File: config.mk
export PLATFORM = sky130hd
export DESIGN_NAME = i2c_slave_oe_flat
export DESIGN_NICKNAME = d
export VERILOG_FILES = /design/src/rtl/i2c_pkg.sv /design/src/rtl/i2c_slave_oe_if.sv /design/src/rtl/i2c_line_sync.sv /design/src/rtl/i2c_slave_oe.sv /design/src/flat_wrapper.sv
export SDC_FILE = /design/constraint.sdc
export NUM_CORES = 1
export LEC_CHECK = 0
export ABC_AREA = 1
export CAP_MARGIN = 20
export CORE_UTILIZATION = 53
export CTS_BUF_LIST = sky130_fd_sc_hd__clkbuf_4 sky130_fd_sc_hd__clkbuf_8
export DETAILED_ROUTE_END_ITERATION = 10
export PLACE_DENSITY = 0.77
export SETUP_SLACK_MARGIN = 0.1
export SYNTH_ARGS = -nofsm -noshare
export SYNTH_HDL_FRONTEND = slang
export SYNTH_HIERARCHICAL = 1
export SYNTH_SLANG_ARGS = --single-unit
File: constraint.sdc
create_clock -name i_clk -period 4.2 [get_ports i_clk]
set_input_delay 0.42 -clock i_clk [delete_from_list [all_inputs] [get_ports i_clk]]
set_output_delay 0.42 -clock i_clk [all_outputs]
set_load 0.02 [all_outputs]
File: src/rtl/i2c_pkg.sv
// Shared I2C definitions: FSM state encodings, ACK/NAK line levels,
// synchronizer depth and the register-write event payload.
package i2c_pkg;

    localparam int unsigned SYNC_DEPTH = 2;
    localparam int unsigned DATA_W     = 8;
    localparam int unsigned REG_ADDR_W = 4;

    localparam logic ACK = 1'b0;
    localparam logic NAK = 1'b1;

    typedef enum logic [3:0] {
        ST_IDLE,
        ST_ADDR,
        ST_ADDR_ACK,
        ST_PTR,
        ST_PTR_ACK,
        ST_WDATA,
        ST_WDATA_ACK,
        ST_RDATA,
        ST_RACK,
        ST_IGNORE
    } state_e;

    // One master-written byte as reported on the write-event port
    typedef struct packed {
        logic [REG_ADDR_W-1:0] addr;
        logic [DATA_W-1:0]     bits;
    } wr_evt_t;

endpackage

File: src/rtl/i2c_slave_oe_if.sv
// Pin and side-band bundle of the I2C target.
//   i_sda_in/i_scl_in : pad inputs
//   o_sda_oe/o_sda_out: open-drain SDA drive (oe=1 pulls low, out tied 0)
//   i_sensor_*        : register 0 load stream, o_sensor_ready its ready
//   o_wr_*            : per-byte report of master writes
//   o_busy            : device currently addressed
interface i2c_slave_oe_if;
    import i2c_pkg::*;

    logic                  i_sda_in;
    logic                  i_scl_in;
    logic                  o_sda_oe;
    logic                  o_sda_out;
    logic [DATA_W-1:0]     i_sensor_bits;
    logic                  i_sensor_valid;
    logic                  o_sensor_ready;
    logic [REG_ADDR_W-1:0] o_wr_addr;
    logic [DATA_W-1:0]     o_wr_bits;
    logic                  o_wr_valid;
    logic                  o_busy;

    modport slave (
        input  i_sda_in, i_scl_in, i_sensor_bits, i_sensor_valid,
        output o_sda_oe, o_sda_out, o_sensor_ready,
               o_wr_addr, o_wr_bits, o_wr_valid, o_busy
    );

    modport master (
        output i_sda_in, i_scl_in, i_sensor_bits, i_sensor_valid,
        input  o_sda_oe, o_sda_out, o_sensor_ready,
               o_wr_addr, o_wr_bits, o_wr_valid, o_busy
    );

endinterface

File: src/rtl/i2c_line_sync.sv
// SDA/SCL synchronizer with edge and START/STOP detection.
//   clk, rst_n       : system clock, async active-low reset
//   scl_in, sda_in   : raw pad inputs
//   scl_rise/scl_fall: one-cycle strobes on synchronized SCL edges
//   sda_sync         : synchronized SDA level
//   start_det/stop_det: SDA fall/rise while SCL is held high
// Edge strobes are decoded straight from the flop outputs so that the
// consumer can react one cycle after the synchronizer settles.
module i2c_line_sync
    import i2c_pkg::*;
(
    input  logic clk,
    input  logic rst_n,
    input  logic scl_in,
    input  logic sda_in,
    output logic scl_rise,
    output logic scl_fall,
    output logic sda_sync,
    output logic start_det,
    output logic stop_det
);

    logic [SYNC_DEPTH-1:0] scl_sync_q, scl_sync_d;
    logic [SYNC_DEPTH-1:0] sda_sync_q, sda_sync_d;
    logic                  scl_dly_q, scl_dly_d;
    logic                  sda_dly_q, sda_dly_d;
    logic                  scl_s;

    // Shift chains plus one delayed copy for edge compare
    always_comb begin
        scl_sync_d = {scl_sync_q[SYNC_DEPTH-2:0], scl_in};
        sda_sync_d = {sda_sync_q[SYNC_DEPTH-2:0], sda_in};
        scl_dly_d  = scl_sync_q[SYNC_DEPTH-1];
        sda_dly_d  = sda_sync_q[SYNC_DEPTH-1];
    end

    // Reset to the idle bus level so release does not look like an edge
    always_ff @(posedge clk or negedge rst_n) begin
        if (!rst_n) begin
            scl_sync_q <= '1;
            sda_sync_q <= '1;
            scl_dly_q  <= 1'b1;
            sda_dly_q  <= 1'b1;
        end else begin
            scl_sync_q <= scl_sync_d;
            sda_sync_q <= sda_sync_d;
            scl_dly_q  <= scl_dly_d;
            sda_dly_q  <= sda_dly_d;
        end
    end

    assign scl_s     = scl_sync_q[SYNC_DEPTH-1];
    assign sda_sync  = sda_sync_q[SYNC_DEPTH-1];
    assign scl_rise  = scl_s & ~scl_dly_q;
    assign scl_fall  = ~scl_s & scl_dly_q;
    assign start_det = scl_s & scl_dly_q & ~sda_sync & sda_dly_q;
    assign stop_det  = scl_s & scl_dly_q & sda_sync & ~sda_dly_q;

endmodule

File: src/rtl/i2c_slave_oe.sv
// I2C target with a small register file and open-drain SDA drive.
//   i_clk, i_rst : system clock, async active-low reset
//   bus          : pins, sensor load stream, write reports, busy flag
// Master writes a pointer then data bytes (pointer auto-increments);
// reads return bytes from the pointer onward. Register 0 is read-only
// from the bus and is loaded by the sensor stream.
module i2c_slave_oe
    import i2c_pkg::*;
#(
    parameter logic [6:0]  SLAVE_ADDR     = 7'h27,
    parameter int unsigned DATA_DEPTH     = 8,
    parameter int unsigned NREGS          = 16,
    parameter int unsigned REG_ADDR_BITS  = 4,
    parameter logic [7:0]  CONFIG_DEFAULT = 8'h00
) (
    input  logic           i_clk,
    input  logic           i_rst,
    i2c_slave_oe_if.slave  bus
);

    localparam int unsigned DW        = DATA_DEPTH;
    localparam logic [3:0]  BYTE_BITS = 4'd8;

    logic scl_rise, scl_fall, sda_sync, start_det, stop_det;

    state_e                   state_q, state_d;
    logic [3:0]               bit_cnt_q, bit_cnt_d;
    logic [DW-1:0]            shift_q, shift_d;
    logic [DW-1:0]            shadow_q, shadow_d;
    logic [REG_ADDR_BITS-1:0] ptr_q, ptr_d;
    logic [REG_ADDR_BITS-1:0] ptr_inc;
    logic                     rw_q, rw_d;
    logic                     sda_oe_q, sda_oe_d;
    logic                     busy_q, busy_d;
    logic                     wr_valid_q, wr_valid_d;
    wr_evt_t                  wr_q, wr_d;
    logic                     sensor_ready_q, sensor_ready_d;
    logic [DW-1:0]            regs_q [NREGS];
    logic [DW-1:0]            regs_d [NREGS];
    logic                     byte_done;

    i2c_line_sync u_sync (
        .clk       (i_clk),
        .rst_n     (i_rst),
        .scl_in    (bus.i_scl_in),
        .sda_in    (bus.i_sda_in),
        .scl_rise  (scl_rise),
        .scl_fall  (scl_fall),
        .sda_sync  (sda_sync),
        .start_det (start_det),
        .stop_det  (stop_det)
    );

    assign ptr_inc   = ptr_q + REG_ADDR_BITS'(1);
    // Eight bits are in; the following SCL fall opens the ACK slot
    assign byte_done = scl_fall && (bit_cnt_q == BYTE_BITS);

    // Next-state, register file and SDA drive
    always_comb begin
        state_d        = state_q;
        bit_cnt_d      = bit_cnt_q;
        shift_d        = shift_q;
        shadow_d       = shadow_q;
        ptr_d          = ptr_q;
        rw_d           = rw_q;
        sda_oe_d       = sda_oe_q;
        busy_d         = busy_q;
        wr_valid_d     = 1'b0;
        wr_d           = wr_q;
        sensor_ready_d = 1'b1;
        regs_d         = regs_q;

        if (bus.i_sensor_valid) begin
            regs_d[0] = DW'(bus.i_sensor_bits);
        end

        if (stop_det) begin
            state_d  = ST_IDLE;
            sda_oe_d = 1'b0;
            busy_d   = 1'b0;
        end else if (start_det) begin
            state_d   = ST_ADDR;
            bit_cnt_d = '0;
            sda_oe_d  = 1'b0;
        end else begin
            unique case (state_q)
                ST_IDLE, ST_IGNORE: begin
                    sda_oe_d = 1'b0;
                end

                ST_ADDR, ST_PTR, ST_WDATA: begin
                    if (scl_rise && (bit_cnt_q != BYTE_BITS)) begin
                        shift_d   = {shift_q[DW-2:0], sda_sync};
                        bit_cnt_d = bit_cnt_q + 4'd1;
                    end else if (byte_done) begin
                        bit_cnt_d = '0;
                        if (state_q == ST_ADDR) begin
                            if (shift_q[DW-1:1] == SLAVE_ADDR) begin
                                state_d  = ST_ADDR_ACK;
                                sda_oe_d = 1'b1;
                                busy_d   = 1'b1;
                                rw_d     = shift_q[0];
                            end else begin
                                state_d  = ST_IGNORE;
                                sda_oe_d = 1'b0;
                                busy_d   = 1'b0;
                            end
                        end else if (state_q == ST_PTR) begin
                            ptr_d    = shift_q[REG_ADDR_BITS-1:0];
                            state_d  = ST_PTR_ACK;
                            sda_oe_d = 1'b1;
                        end else begin
                            // Pointer 0 is still ACKed and reported, never stored
                            wr_valid_d  = 1'b1;
                            wr_d.addr   = REG_ADDR_W'(ptr_q);
                            wr_d.bits   = DATA_W'(shift_q);
                            if (ptr_q != '0) begin
                                regs_d[ptr_q] = shift_q;
                            end
                            ptr_d    = ptr_inc;
                            state_d  = ST_WDATA_ACK;
                            sda_oe_d = 1'b1;
                        end
                    end
                end

                ST_ADDR_ACK: begin
                    if (scl_fall) begin
                        if (rw_q) begin
                            // First data bit goes out on the fall that ends ACK
                            shadow_d  = {regs_q[ptr_q][DW-2:0], 1'b0};
                            sda_oe_d  = ~regs_q[ptr_q][DW-1];
                            bit_cnt_d = 4'd1;
                            state_d   = ST_RDATA;
                        end else begin
                            sda_oe_d  = 1'b0;
                            bit_cnt_d = '0;
                            state_d   = ST_PTR;
                        end
                    end
                end

                ST_PTR_ACK, ST_WDATA_ACK: begin
                    if (scl_fall) begin
                        sda_oe_d  = 1'b0;
                        bit_cnt_d = '0;
                        state_d   = ST_WDATA;
                    end
                end

                ST_RDATA: begin
                    if (scl_fall) begin
                        if (bit_cnt_q == BYTE_BITS) begin
                            sda_oe_d  = 1'b0;
                            bit_cnt_d = '0;
                            state_d   = ST_RACK;
                        end else begin
                            sda_oe_d  = ~shadow_q[DW-1];
                            shadow_d  = {shadow_q[DW-2:0], 1'b0};
                            bit_cnt_d = bit_cnt_q + 4'd1;
                        end
                    end
                end

                ST_RACK: begin
                    // bit_cnt doubles as "ACK seen, next byte loaded"
                    if (scl_rise) begin
                        ptr_d = ptr_inc;
                        if (sda_sync == ACK) begin
                            shadow_d  = regs_q[ptr_inc];
                            bit_cnt_d = 4'd1;
                        end else begin
                            state_d = ST_IGNORE;
                        end
                    end else if (scl_fall && (bit_cnt_q == 4'd1)) begin
                        sda_oe_d = ~shadow_q[DW-1];
                        shadow_d = {shadow_q[DW-2:0], 1'b0};
                        state_d  = ST_RDATA;
                    end
                end

                default: begin
                    state_d  = ST_IDLE;
                    sda_oe_d = 1'b0;
                end
            endcase
        end
    end

    always_ff @(posedge i_clk or negedge i_rst) begin
        if (!i_rst) begin
            state_q        <= ST_IDLE;
            bit_cnt_q      <= '0;
            shift_q        <= '0;
            shadow_q       <= '0;
            ptr_q          <= '0;
            rw_q           <= 1'b0;
            sda_oe_q       <= 1'b0;
            busy_q         <= 1'b0;
            wr_valid_q     <= 1'b0;
            wr_q           <= '0;
            sensor_ready_q <= 1'b0;
            for (int unsigned i = 0; i < NREGS; i++) begin
                regs_q[i] <= (i == 0) ? '0 : CONFIG_DEFAULT;
            end
        end else begin
            state_q        <= state_d;
            bit_cnt_q      <= bit_cnt_d;
            shift_q        <= shift_d;
            shadow_q       <= shadow_d;
            ptr_q          <= ptr_d;
            rw_q           <= rw_d;
            sda_oe_q       <= sda_oe_d;
            busy_q         <= busy_d;
            wr_valid_q     <= wr_valid_d;
            wr_q           <= wr_d;
            sensor_ready_q <= sensor_ready_d;
            regs_q         <= regs_d;
        end
    end

    assign bus.o_sda_oe       = sda_oe_q;
    assign bus.o_sda_out      = 1'b0;
    assign bus.o_busy         = busy_q;
    assign bus.o_wr_valid     = wr_valid_q;
    assign bus.o_wr_addr      = wr_q.addr;
    assign bus.o_wr_bits      = wr_q.bits;
    assign bus.o_sensor_ready = sensor_ready_q;

endmodule

File: src/flat_wrapper.sv
// flat-port wrapper written by rule: the top's interface ports become plain ports
module i2c_slave_oe_flat import i2c_pkg::*;
#(
    parameter logic [6:0]  SLAVE_ADDR     = 7'h27,
    parameter int unsigned DATA_DEPTH     = 8,
    parameter int unsigned NREGS          = 16,
    parameter int unsigned REG_ADDR_BITS  = 4,
    parameter logic [7:0]  CONFIG_DEFAULT = 8'h00
)
  (i_clk, i_rst, bus_i_sda_in, bus_i_scl_in, bus_i_sensor_bits, bus_i_sensor_valid, bus_o_sda_oe, bus_o_sda_out, bus_o_sensor_ready, bus_o_wr_addr, bus_o_wr_bits, bus_o_wr_valid, bus_o_busy);
  i2c_slave_oe_if bus_i ();
  input  logic i_clk;
  input  logic i_rst;
  input wire logic [$bits(bus_i.i_sda_in)-1:0] bus_i_sda_in;
  input wire logic [$bits(bus_i.i_scl_in)-1:0] bus_i_scl_in;
  input wire logic [$bits(bus_i.i_sensor_bits)-1:0] bus_i_sensor_bits;
  input wire logic [$bits(bus_i.i_sensor_valid)-1:0] bus_i_sensor_valid;
  output wire logic [$bits(bus_i.o_sda_oe)-1:0] bus_o_sda_oe;
  output wire logic [$bits(bus_i.o_sda_out)-1:0] bus_o_sda_out;
  output wire logic [$bits(bus_i.o_sensor_ready)-1:0] bus_o_sensor_ready;
  output wire logic [$bits(bus_i.o_wr_addr)-1:0] bus_o_wr_addr;
  output wire logic [$bits(bus_i.o_wr_bits)-1:0] bus_o_wr_bits;
  output wire logic [$bits(bus_i.o_wr_valid)-1:0] bus_o_wr_valid;
  output wire logic [$bits(bus_i.o_busy)-1:0] bus_o_busy;
  assign bus_i.i_sda_in = bus_i_sda_in;
  assign bus_i.i_scl_in = bus_i_scl_in;
  assign bus_i.i_sensor_bits = bus_i_sensor_bits;
  assign bus_i.i_sensor_valid = bus_i_sensor_valid;
  assign bus_o_sda_oe = bus_i.o_sda_oe;
  assign bus_o_sda_out = bus_i.o_sda_out;
  assign bus_o_sensor_ready = bus_i.o_sensor_ready;
  assign bus_o_wr_addr = bus_i.o_wr_addr;
  assign bus_o_wr_bits = bus_i.o_wr_bits;
  assign bus_o_wr_valid = bus_i.o_wr_valid;
  assign bus_o_busy = bus_i.o_busy;
  i2c_slave_oe #(.SLAVE_ADDR(SLAVE_ADDR), .DATA_DEPTH(DATA_DEPTH), .NREGS(NREGS), .REG_ADDR_BITS(REG_ADDR_BITS), .CONFIG_DEFAULT(CONFIG_DEFAULT)) u_core (.i_clk(i_clk), .i_rst(i_rst), .bus(bus_i));
endmodule
Yosys cells after proc, flatten, opt, wreduce, memory -nomap -nowiden
Index checks and enable logic that the tools add are counted.
W data, S select, Z words.
{ "totals": {"word_cells": 210, "output_inout_bits": 17, "input_bits": 13, "regBits": 179} }
{ "classes": {"mux": 86, "n_eq_ne": 42, "add_sub_neg": 2, "bitwise_logic": 20, "magnitude_cmp": 3, "n_reduce_logical": 25} }
{ "op_table": {"columns": ["cell", "count"], "rows": [
  ["$mux W128", 8],
  ["$bwmux W128", 1],
  ["$mux W4", 27],
  ["$mux W8", 13],
  ["$bmux W8 S4", 2],
  ["$demux W8 S4", 1],
  ["$ne A4 B1 Y1 const B", 7],
  ["$reduce_and A7 Y1", 4],
  ["$mux W1", 27],
  ["$pmux W4 S6", 1],
  ["$pmux W8 S3", 1],
  ["$pmux W4 S5", 1],
  ["$ne A3 B1 Y1 const B", 6],
  ["$reduce_and A9 Y1", 2],
  ["$eq A4 B3 Y1 const B", 4],
  ["$reduce_and A8 Y1", 2],
  ["$eq A4 B4 Y1 const B", 3],
  ["$ne A2 B1 Y1 const B", 6],
  ["$not A1 Y1", 11],
  ["$ge A5 B5 Y1 const B", 2],
  ["$not A4 Y5", 2],
  ["$add A4 B1 Y4 const B", 2],
  ["$eq A4 B1 Y1 const B", 2],
  ["$eq A4 B2 Y1 const B", 2],
  ["24 further kinds", 41]
]} }

Logic depth before layout (Yosys ltp)
Gate-level depths: netlist of run 1.
{ "logic_depth": {"word_depth": 14, "depth_mapped": 17, "ltp_nobuf": 13} }

Modules after synthesis
The synthesis of run 1 kept the hierarchy.
{ "by_module_without_submodules": {"columns": ["module", "n_inst", "area_each_um2", "seq_area_each_um2", "cells_per_inst"], "rows": [
  ["i2c_slave_oe", 1, 10354.9, 4329.2, 1494],
  ["i2c_line_sync", 1, 198.9, 157.7, 17]
]} }

Worst setup path before layout of run 1
Ideal clock, no wire load.
{ "synth_timing": {"kind": "reg2reg", "from": "register u_core.ptr_q[0]", "to": "register u_core.shadow_q[7]", "period_less_slack_ns": 2.554, "t_required_ns": 4.084, "setup_ns": 0.116, "setup_slack_ns": 1.646, "path_buffers": 6, "t_arrival_ns": 2.437, "path_stages_with_launch": 17, "cell_sequence": "dfrtp_1 clkbuf_1 clkinv_1 clkbuf_1 buf_2 ha_1 buf_2 inv_1 buf_2 clkbuf_1 nand3_1 nand3_1 nand3_1 nand3_1 nand2_1 nand2_1 nand2_1"} }
{ "synth_via": {"elab_chain_cells": 8, "elab_cells_between_ends": 14, "classes_between": "1 x add/sub; 11 x mux; 2 x bitwise"} }
{ "synth_lines": {"columns": ["element", "line", "source"], "rows": [
  ["start: declaration", "i2c_slave_oe.sv:30", "logic [REG_ADDR_BITS-1:0] ptr_q, ptr_d;"],
  ["start signal: assignment", "i2c_slave_oe.sv:211", "ptr_q <= ptr_d;"],
  ["$add A4 B1 Y4", "i2c_slave_oe.sv:54", "assign ptr_inc = ptr_q + REG_ADDR_BITS'(1);"],
  ["$not A4 Y5 (implied by the code)", "i2c_slave_oe.sv:170", "shadow_d = regs_q[ptr_inc];"],
  ["$bmux W8 S4", "i2c_slave_oe.sv:170", null],
  ["$mux W8 (implied by the code) (2 in series)", "i2c_slave_oe.sv:170", null],
  ["$mux W8", "i2c_slave_oe.sv:169", "if (sda_sync == ACK) begin"],
  ["$mux W8", "i2c_slave_oe.sv:167", "if (scl_rise) begin"],
  ["$pmux W8 S3 *", "i2c_slave_oe.sv:86", "unique case (state_q)"],
  ["end signal: assignment", "i2c_slave_oe.sv:210", "shadow_q <= shadow_d;"],
  ["end: declaration", "i2c_slave_oe.sv:29", "logic [DW-1:0] shadow_q, shadow_d;"]
]} }
Mark *: on every way between the ends. The rest lies on a longest branch, timed or not. The select of a mux whose other input is x is not followed.
A chain may end at the register's enable or synchronous reset.

==> flow_summary_export.csv, run 1 <==
group,metric,value,unit
finish,layout.nets,1512,
global_route,grt-ovfl-total,0,
global_route,grt_max_degree,114,
setup_path,critical_path_class,"flip-flop to flip-flop",
status,status,"completed",
power,pwr-share-comb,0.480,
clock_network,cts_root_buffer,"clkbuf_8",
timing,layout_min_cycle_time,2.90,ns
global_route,grt_pass1_wl,47.9,mm
clock_network,hold_buffers,0,
timing,period_share,0.690,
finish,diodes,0,
timing,grt_setup_unrepaired,"no",
synth,synth.avg_cell_area,6.98,um2
placement,place_inst,1737,
synth,ys_seq_elements,179,
timing,tightest_slew,1.04,ns
finish,final_layout_size_suffix_gt1_frac,0.0711,
min_path,hp-class,"primary input to asynchronous set/reset pin",
synth,syn-cell-area,10600,um2
synth,netlist_instances,1511,
routing,num_vias,9755,
timing,finalSetupViolCount,0,
routing,wl_per_cell,17.1,um
clock_network,cts_made_buffers,17,
routing,ant_nets,0,
synth,yosysWarnings,6,
timing,hold_viol,0,
power,seqPwrFrac,0.305,
finish,utilization,0.583,
power,power_density,560,nW/um2
setup_path,cp_max_fo,68,
run,max_cap_violations,0,
synth,synth_seq_area_share,0.425,
global_route,grt.total_usage,0.313,
clock_network,postCtsSetupRepairBufs,0,
routing,drtIter0Drc,1114,
floorplanning,die_x,143,um
routing,drt_pre_antenna_iters,5,
routing,via_per_inst,5.51,
power,vdd_drop_max,0.000522,V
setup_path,reg2reg_slack,1.30,ns
timing,setup_tns,0,ns
setup_path,cp.arrival,3.23,ns
timing,slew_headroom,0.308,
power,clock_power_share,0.215,
power,leakage,5.81,nW
power,p_sw,2.99,mW
setup_path,rr_startpoint,"u_core/ptr_q[0]",
routing,drc_errors,0,
clock_network,h-tree-depth,4,
floorplanning,rows,51,
clock_network,clkSlewWorstSetupHoldPaths,0.10,ns
floorplanning,die_y,143,um
setup_path,rr_worst_depth,8,
power,p_sw_frac,0.471,
clock_network,cts_resized,0,
clock_network,clk_path_buf_depth,2,
routing,wl,30.3,mm
global_route,grt_pass1_vias,8807,
setup_path,crit_path_start_kind,"flip-flop",
synth,ys_types,35,
clock_network,clkSinkCount,179,
finish,area_delta_synth_final,7.52,%
floorplanning,ioPinCount,30,
floorplanning,die_area,20500,um2
timing,fmax,345,MHz
global_route,antenna_found_initial,0,
floorplanning,core_area,19500,um2
placement,dp_hpwl,20.2,mm
timing,report.final.slew_viol_count,0,
placement,gp_congestion,0.919,
setup_path,cp-end-kind,"flip-flop",
timing,clock_skew,0.0111,ns
placement,io_buffers,28,
setup_path,required,4.53,ns
power,intPower,3.36,mW
clock_network,worstSkewPairLatency,0.48,ns
synth,synth_fp_nets,1531,
finish,fin_cells,1769,
floorplanning,initial_utilization,0.542,
clock_network,cts_tree,"built",
cell usage in the layout (no fill, tap or decap), drive strengths merged, types with 18 or more instances in the layout:
cell type      netlist  layout
nand3              194     194
a21oi               18      18
nand2              576     576
clkdlybuf4s50        0      27
inv                172     179
o21ai              173     173
nor2                64      64
o211ai              18      18
dfrtp              173     173
clkbuf              37      20
power by group through the flow:
stage          combinational (mW)  clock, mW  sequential (mW)
6_report                     3.05       1.36             1.94
5_1_grt                      3.34       1.45             1.95
4_1_cts                      2.97       1.39             1.94
3_5_place_dp                 2.95          0             1.97
3_3_place_gp                 2.94          0             1.97
2_1_floorplan                2.12          0             1.91
area by class of cell:
type	count	area [um2]
Sequential cell	179	4490
Fill cell	1876	8120
Timing Repair Buffer	44	437
Inverter	175	663
Multi-Input combinational cell	1075	4980
Clock buffer	19	255
Clock inverter	12	190
Tap cell	265	332
worst max-delay path, stage by stage, from the launching register on:
cell	delay [ns]
dfrtp_4	0.62
buf_4	0.54
buf_4	0.61
ha_1	0.25
inv_1	0.09
nor2_8	0.24
nand2_4	0.18
nand2_1	0.11
o21ai_2	0.05
cell usage after synthesis:
cell,count,area (um2)
and2_1,1,6.26
o21ai_2,28,245
nor3_2,1,10.0
nor2_4,3,33.8
o21ai_0,83,415
a211oi_1,1,7.51
buf_4,1,7.51
conb_1,2,7.51
buf_2,25,125
nor3_1,4,20.0
a31oi_1,1,6.26
nand2_8,1,20.0
clkinv_1,2,7.51
nand3_1,194,971
o211ai_1,18,135
clkbuf_1,37,139
nand4_1,8,50.1
dfrtp_1,173,4330
a21oi_1,18,90.1
nor2_8,2,40.0
inv_1,172,646
nand2_4,9,101
buf_6,11,124
clkinv_4,1,8.76
nand4_2,1,12.5
nor2_1,59,221
o21ai_1,62,310
xnor2_1,1,8.76
xor2_1,4,35.0
nand2_2,5,31.3
ha_1,7,87.6
dfstp_2,6,158
buf_1,8,30.0
nand2_1,561,2110
o21bai_1,1,7.51
cell families (layout without fill, tap and decap cells):
| group | after synthesis | count (layout) | share of synthesized area |
|---|---|---|---|
| other cells | 2 | 2 | 0.000712 |
| xor+xnor | 5 | 5 | 0.00415 |
| compound gates | 212 | 212 | 0.115 |
| fa+ha+maj | 7 | 7 | 0.00830 |
| buf+inv | 257 | 250 | 0.103 |
| simple gates | 849 | 849 | 0.343 |
| flops | 179 | 179 | 0.425 |
how the worst max path moves through the flow:
stage | from | to | slack [ns] | cells after the start
2_1_floorplan | u_core/ptr_q[0] | u_core/shadow_q[7] | 1.65 | 16
3_3_place_gp | u_core/ptr_q[0] | flip-flop | 1.44 | 8
3_5_place_dp | u_core/ptr_q[0] | flip-flop | 1.39 | 8
4_1_cts | u_core/ptr_q[0] | flip-flop | 1.37 | 8
5_1_grt | u_core/ptr_q[0] | flip-flop | 1.15 | 8
6_report | u_core/ptr_q[0] | flip-flop | 1.30 | 8
routing by layer:
metal | routed length [um] | part of all wire | global-route usage
met5 | 0 | 0 | 0
met4 | 790 | 0.026 | 0.117
met3 | 2280 | 0.075 | 0.0520
met2 | 13500 | 0.45 | 0.471
met1 | 13700 | 0.45 | 0.451
through the flow:
| step | total power [mW] | setup WS, ns | hold WS, ns | cell area [um2] |
|---|---|---|---|---|
| 3_5_place_dp | 4.92 | 1.39 | 0.350 | 10900 |
| 4_1_cts | 6.29 | 1.37 | 0.0923 | 11300 |
| 3_3_place_gp | 4.90 | 1.44 | 0.348 | 10900 |
| 5_1_grt | 6.74 | 1.15 | 0.149 | 11300 |
| 2_1_floorplan | 4.04 | 1.65 | 0.124 | 10600 |
| 6_report | 6.36 | 1.30 | 0.0566 | 11300 |
No activity file was read; power rests on OpenSTA's default activity.
==> inputs of run 2 (changes only) <==
==> constraint.sdc (replaced) <==
create_clock -name i_clk -period 3.05 [get_ports i_clk]
set_input_delay 0.305 -clock i_clk [delete_from_list [all_inputs] [get_ports i_clk]]
set_output_delay 0.305 -clock i_clk [all_outputs]
set_load 0.02 [all_outputs]
==> run 2 against run 1 <==
Compared with the run above:
- first-iteration DRC count grew 0.81%
- sequential power rose by 36%
- critical path depth grew 3
- highest routed layer unchanged
- non-clock buffer count rose by 11
- final cell count increased by 0.68%
- worst hold slack improved by 0.16 ns
- largest power group unchanged
- setup slack got worse by 0.77 ns
- clock power increased by 18%
==> flow_summary_export.csv, run 2 (synthesis results as in run 1) <==
group,metric,value,unit
status,status,"completed",
timing,holdWs,0.212,ns
timing,layout_min_cycle_time,2.52,ns
setup_path,critical_path_class,"flip-flop to flip-flop",
routing,drc_errors,0,
floorplanning,rows,51,
clock_network,hold_buffers,1,
finish,final_common_cell,"nand2_1",
placement,dp_slack,0.557,ns
routing,drt_pre_antenna_iters,6,
setup_path,crit_path_start_kind,"flip-flop",
power,vdd_drop_max,0.000762,V
placement,io_buffers,28,
timing,fmax,397,MHz
finish,diodes,0,
timing,clock_skew,0.0188,ns
clock_network,clk_path_buf_depth,2,
placement,gp_congestion,0.946,
clock_network,clkSinkCount,179,
timing,setup_ws,0.532,ns
clock_network,h-tree-depth,4,
setup_path,cp_max_fo,150,
setup_path,rr_worst_depth,11,
clock_network,cts_root_buffer,"clkbuf_8",
setup_path,crit_top_cell,"nand2_1",
timing,period_share,0.826,
finish,fillers,1844,
routing,via_per_inst,5.52,
placement,dp_hpwl,20.4,mm
timing,hold_viol,0,
power,leakage,5.82,nW
finish,seq_area,4490,um2
timing,setup_tns,0,ns
clock_network,postCtsSetupRepairBufs,0,
routing,wl_per_cell,17.2,um
finish,multi_input_area,4980,um2
setup_path,cp-end-kind,"flip-flop",
floorplanning,die_y,143,um
placement,placed_area,11000,um2
floorplanning,initial_utilization,0.542,
setup_path,cpPeakStageDelay,0.45,ns
global_route,grt_max_degree,151,
floorplanning,core_area,19500,um2
global_route,grt_pass1_vias,8972,
min_path,hp-class,"primary input to flip-flop",
timing,finalSetupViolCount,0,
routing,num_vias,9838,
global_route,grt_pass1_wl,48.8,mm
finish,final_layout_size_suffix_gt1_frac,0.0778,
floorplanning,ioPinCount,30,
global_route,grt-ovfl-total,0,
floorplanning,die_x,143,um
setup_path,slowest_stage,"dfrtp_4",
finish,area_delta_synth_final,7.61,%
power,power_density,754,nW/um2
timing,grt_setup_unrepaired,"no",
clock_network,cts_made_buffers,17,
setup_path,cp.arrival,2.90,ns
routing,drtIter0Drc,1123,
clock_network,worstSkewPairLatency,0.49,ns
routing,ant_nets,0,
power,pwr-share-comb,0.506,
run,max_cap_violations,0,
clock_network,cts_tree,"built",
timing,slew_headroom,0.234,
min_path,holdPathStages,1,
timing,tightest_slew,1.15,ns
power,p_sw,4.22,mW
global_route,grt.total_usage,0.319,
power,p_sw_frac,0.493,
routing,wl,30.7,mm
power,seqPwrFrac,0.307,
global_route,antenna_found_initial,0,
power,clock_power_share,0.187,
timing,report.final.slew_viol_count,0,
setup_path,required,3.43,ns
clock_network,cts_resized,0,
power,intPower,4.34,mW
finish,stdcell_area,11400,um2
finish,layout.nets,1523,
finish,final_cell_mix,"nand2_1, nand3_1, inv_1, dfrtp_1, o21ai_0",
clock_network,clkSlewWorstSetupHoldPaths,0.11,ns
floorplanning,die_area,20500,um2
setup_path,crit_chain,"buf_12 > ha_1 > xor2_1 > buf_4 > nand3_1 > nand3_1 > nand2_1 > nand2_1 > nand2_1 > nand2_1 > nand2_1",
## run 2: final timing paths
kind	startpoint	endpoint	slack [ns]
max in group asynchronous	i_rst	asynchronous set/reset pin	1.82
setup / recovery	u_core/ptr_q[0]	u_core/shadow_q[3]	0.53
min in group asynchronous	i_rst	u_core/bit_cnt_q[2]	0.44
hold reg to reg	u_core/u_sync/scl_sync_q[0]	u_core/u_sync/scl_sync_q[1]	0.37
setup reg to reg	u_core/ptr_q[0]	u_core/shadow_q[3]	0.53
hold / removal	bus_i_sda_in	u_core/u_sync/sda_sync_q[0]	0.21
## run 2: final cells by class
class                      count  area share
multi-input combinational   1075       0.438
sequential                   179       0.395
inverter                     175      0.0584
timing repair buffer          55      0.0453
tap                          265      0.0292
clock buffer                  17      0.0206
clock inverter                15      0.0127
## run 2: power groups by stage
stage | combinational [mW] | sequential [mW] | clock (mW)
2_1_floorplan | 2.92 | 2.64 | 0
3_3_place_gp | 4.14 | 2.67 | 0
3_5_place_dp | 4.20 | 2.67 | 0
4_1_cts | 4.22 | 2.63 | 1.63
5_1_grt | 4.73 | 2.65 | 1.72
6_report | 4.33 | 2.63 | 1.61
## run 2: metal layers
layer	global-route usage	vias to the layer above	routed length [um]	part of all wire
li1	-	4762	-	-
met1	0.465	4505	13500	0.44
met2	0.456	491	13100	0.43
met3	0.0537	80	2760	0.090
met4	0.155	0	1280	0.042
met5	0	-	0	0
## run 2: critical path: cells and delay by family (launching register included)
| family | cells | cell delay [ns] |
|---|---|---|
| AND/OR/NAND/NOR | 7 | 0.61 |
| XOR/XNOR | 1 | 0.24 |
| adder cells (fa/ha/maj) | 1 | 0.36 |
| flip-flops | 1 | 0.45 |
| buffers and inverters | 2 | 0.69 |
## run 2: through the flow
stage	cells	util	total power [mW]
detailed placement	1748	0.564	6.87
CTS	1781	0.584	8.48
global route	1781	0.584	9.09
finish	1781	0.584	8.57
floorplan	1511	-	5.56
global placement	1748	0.564	6.81
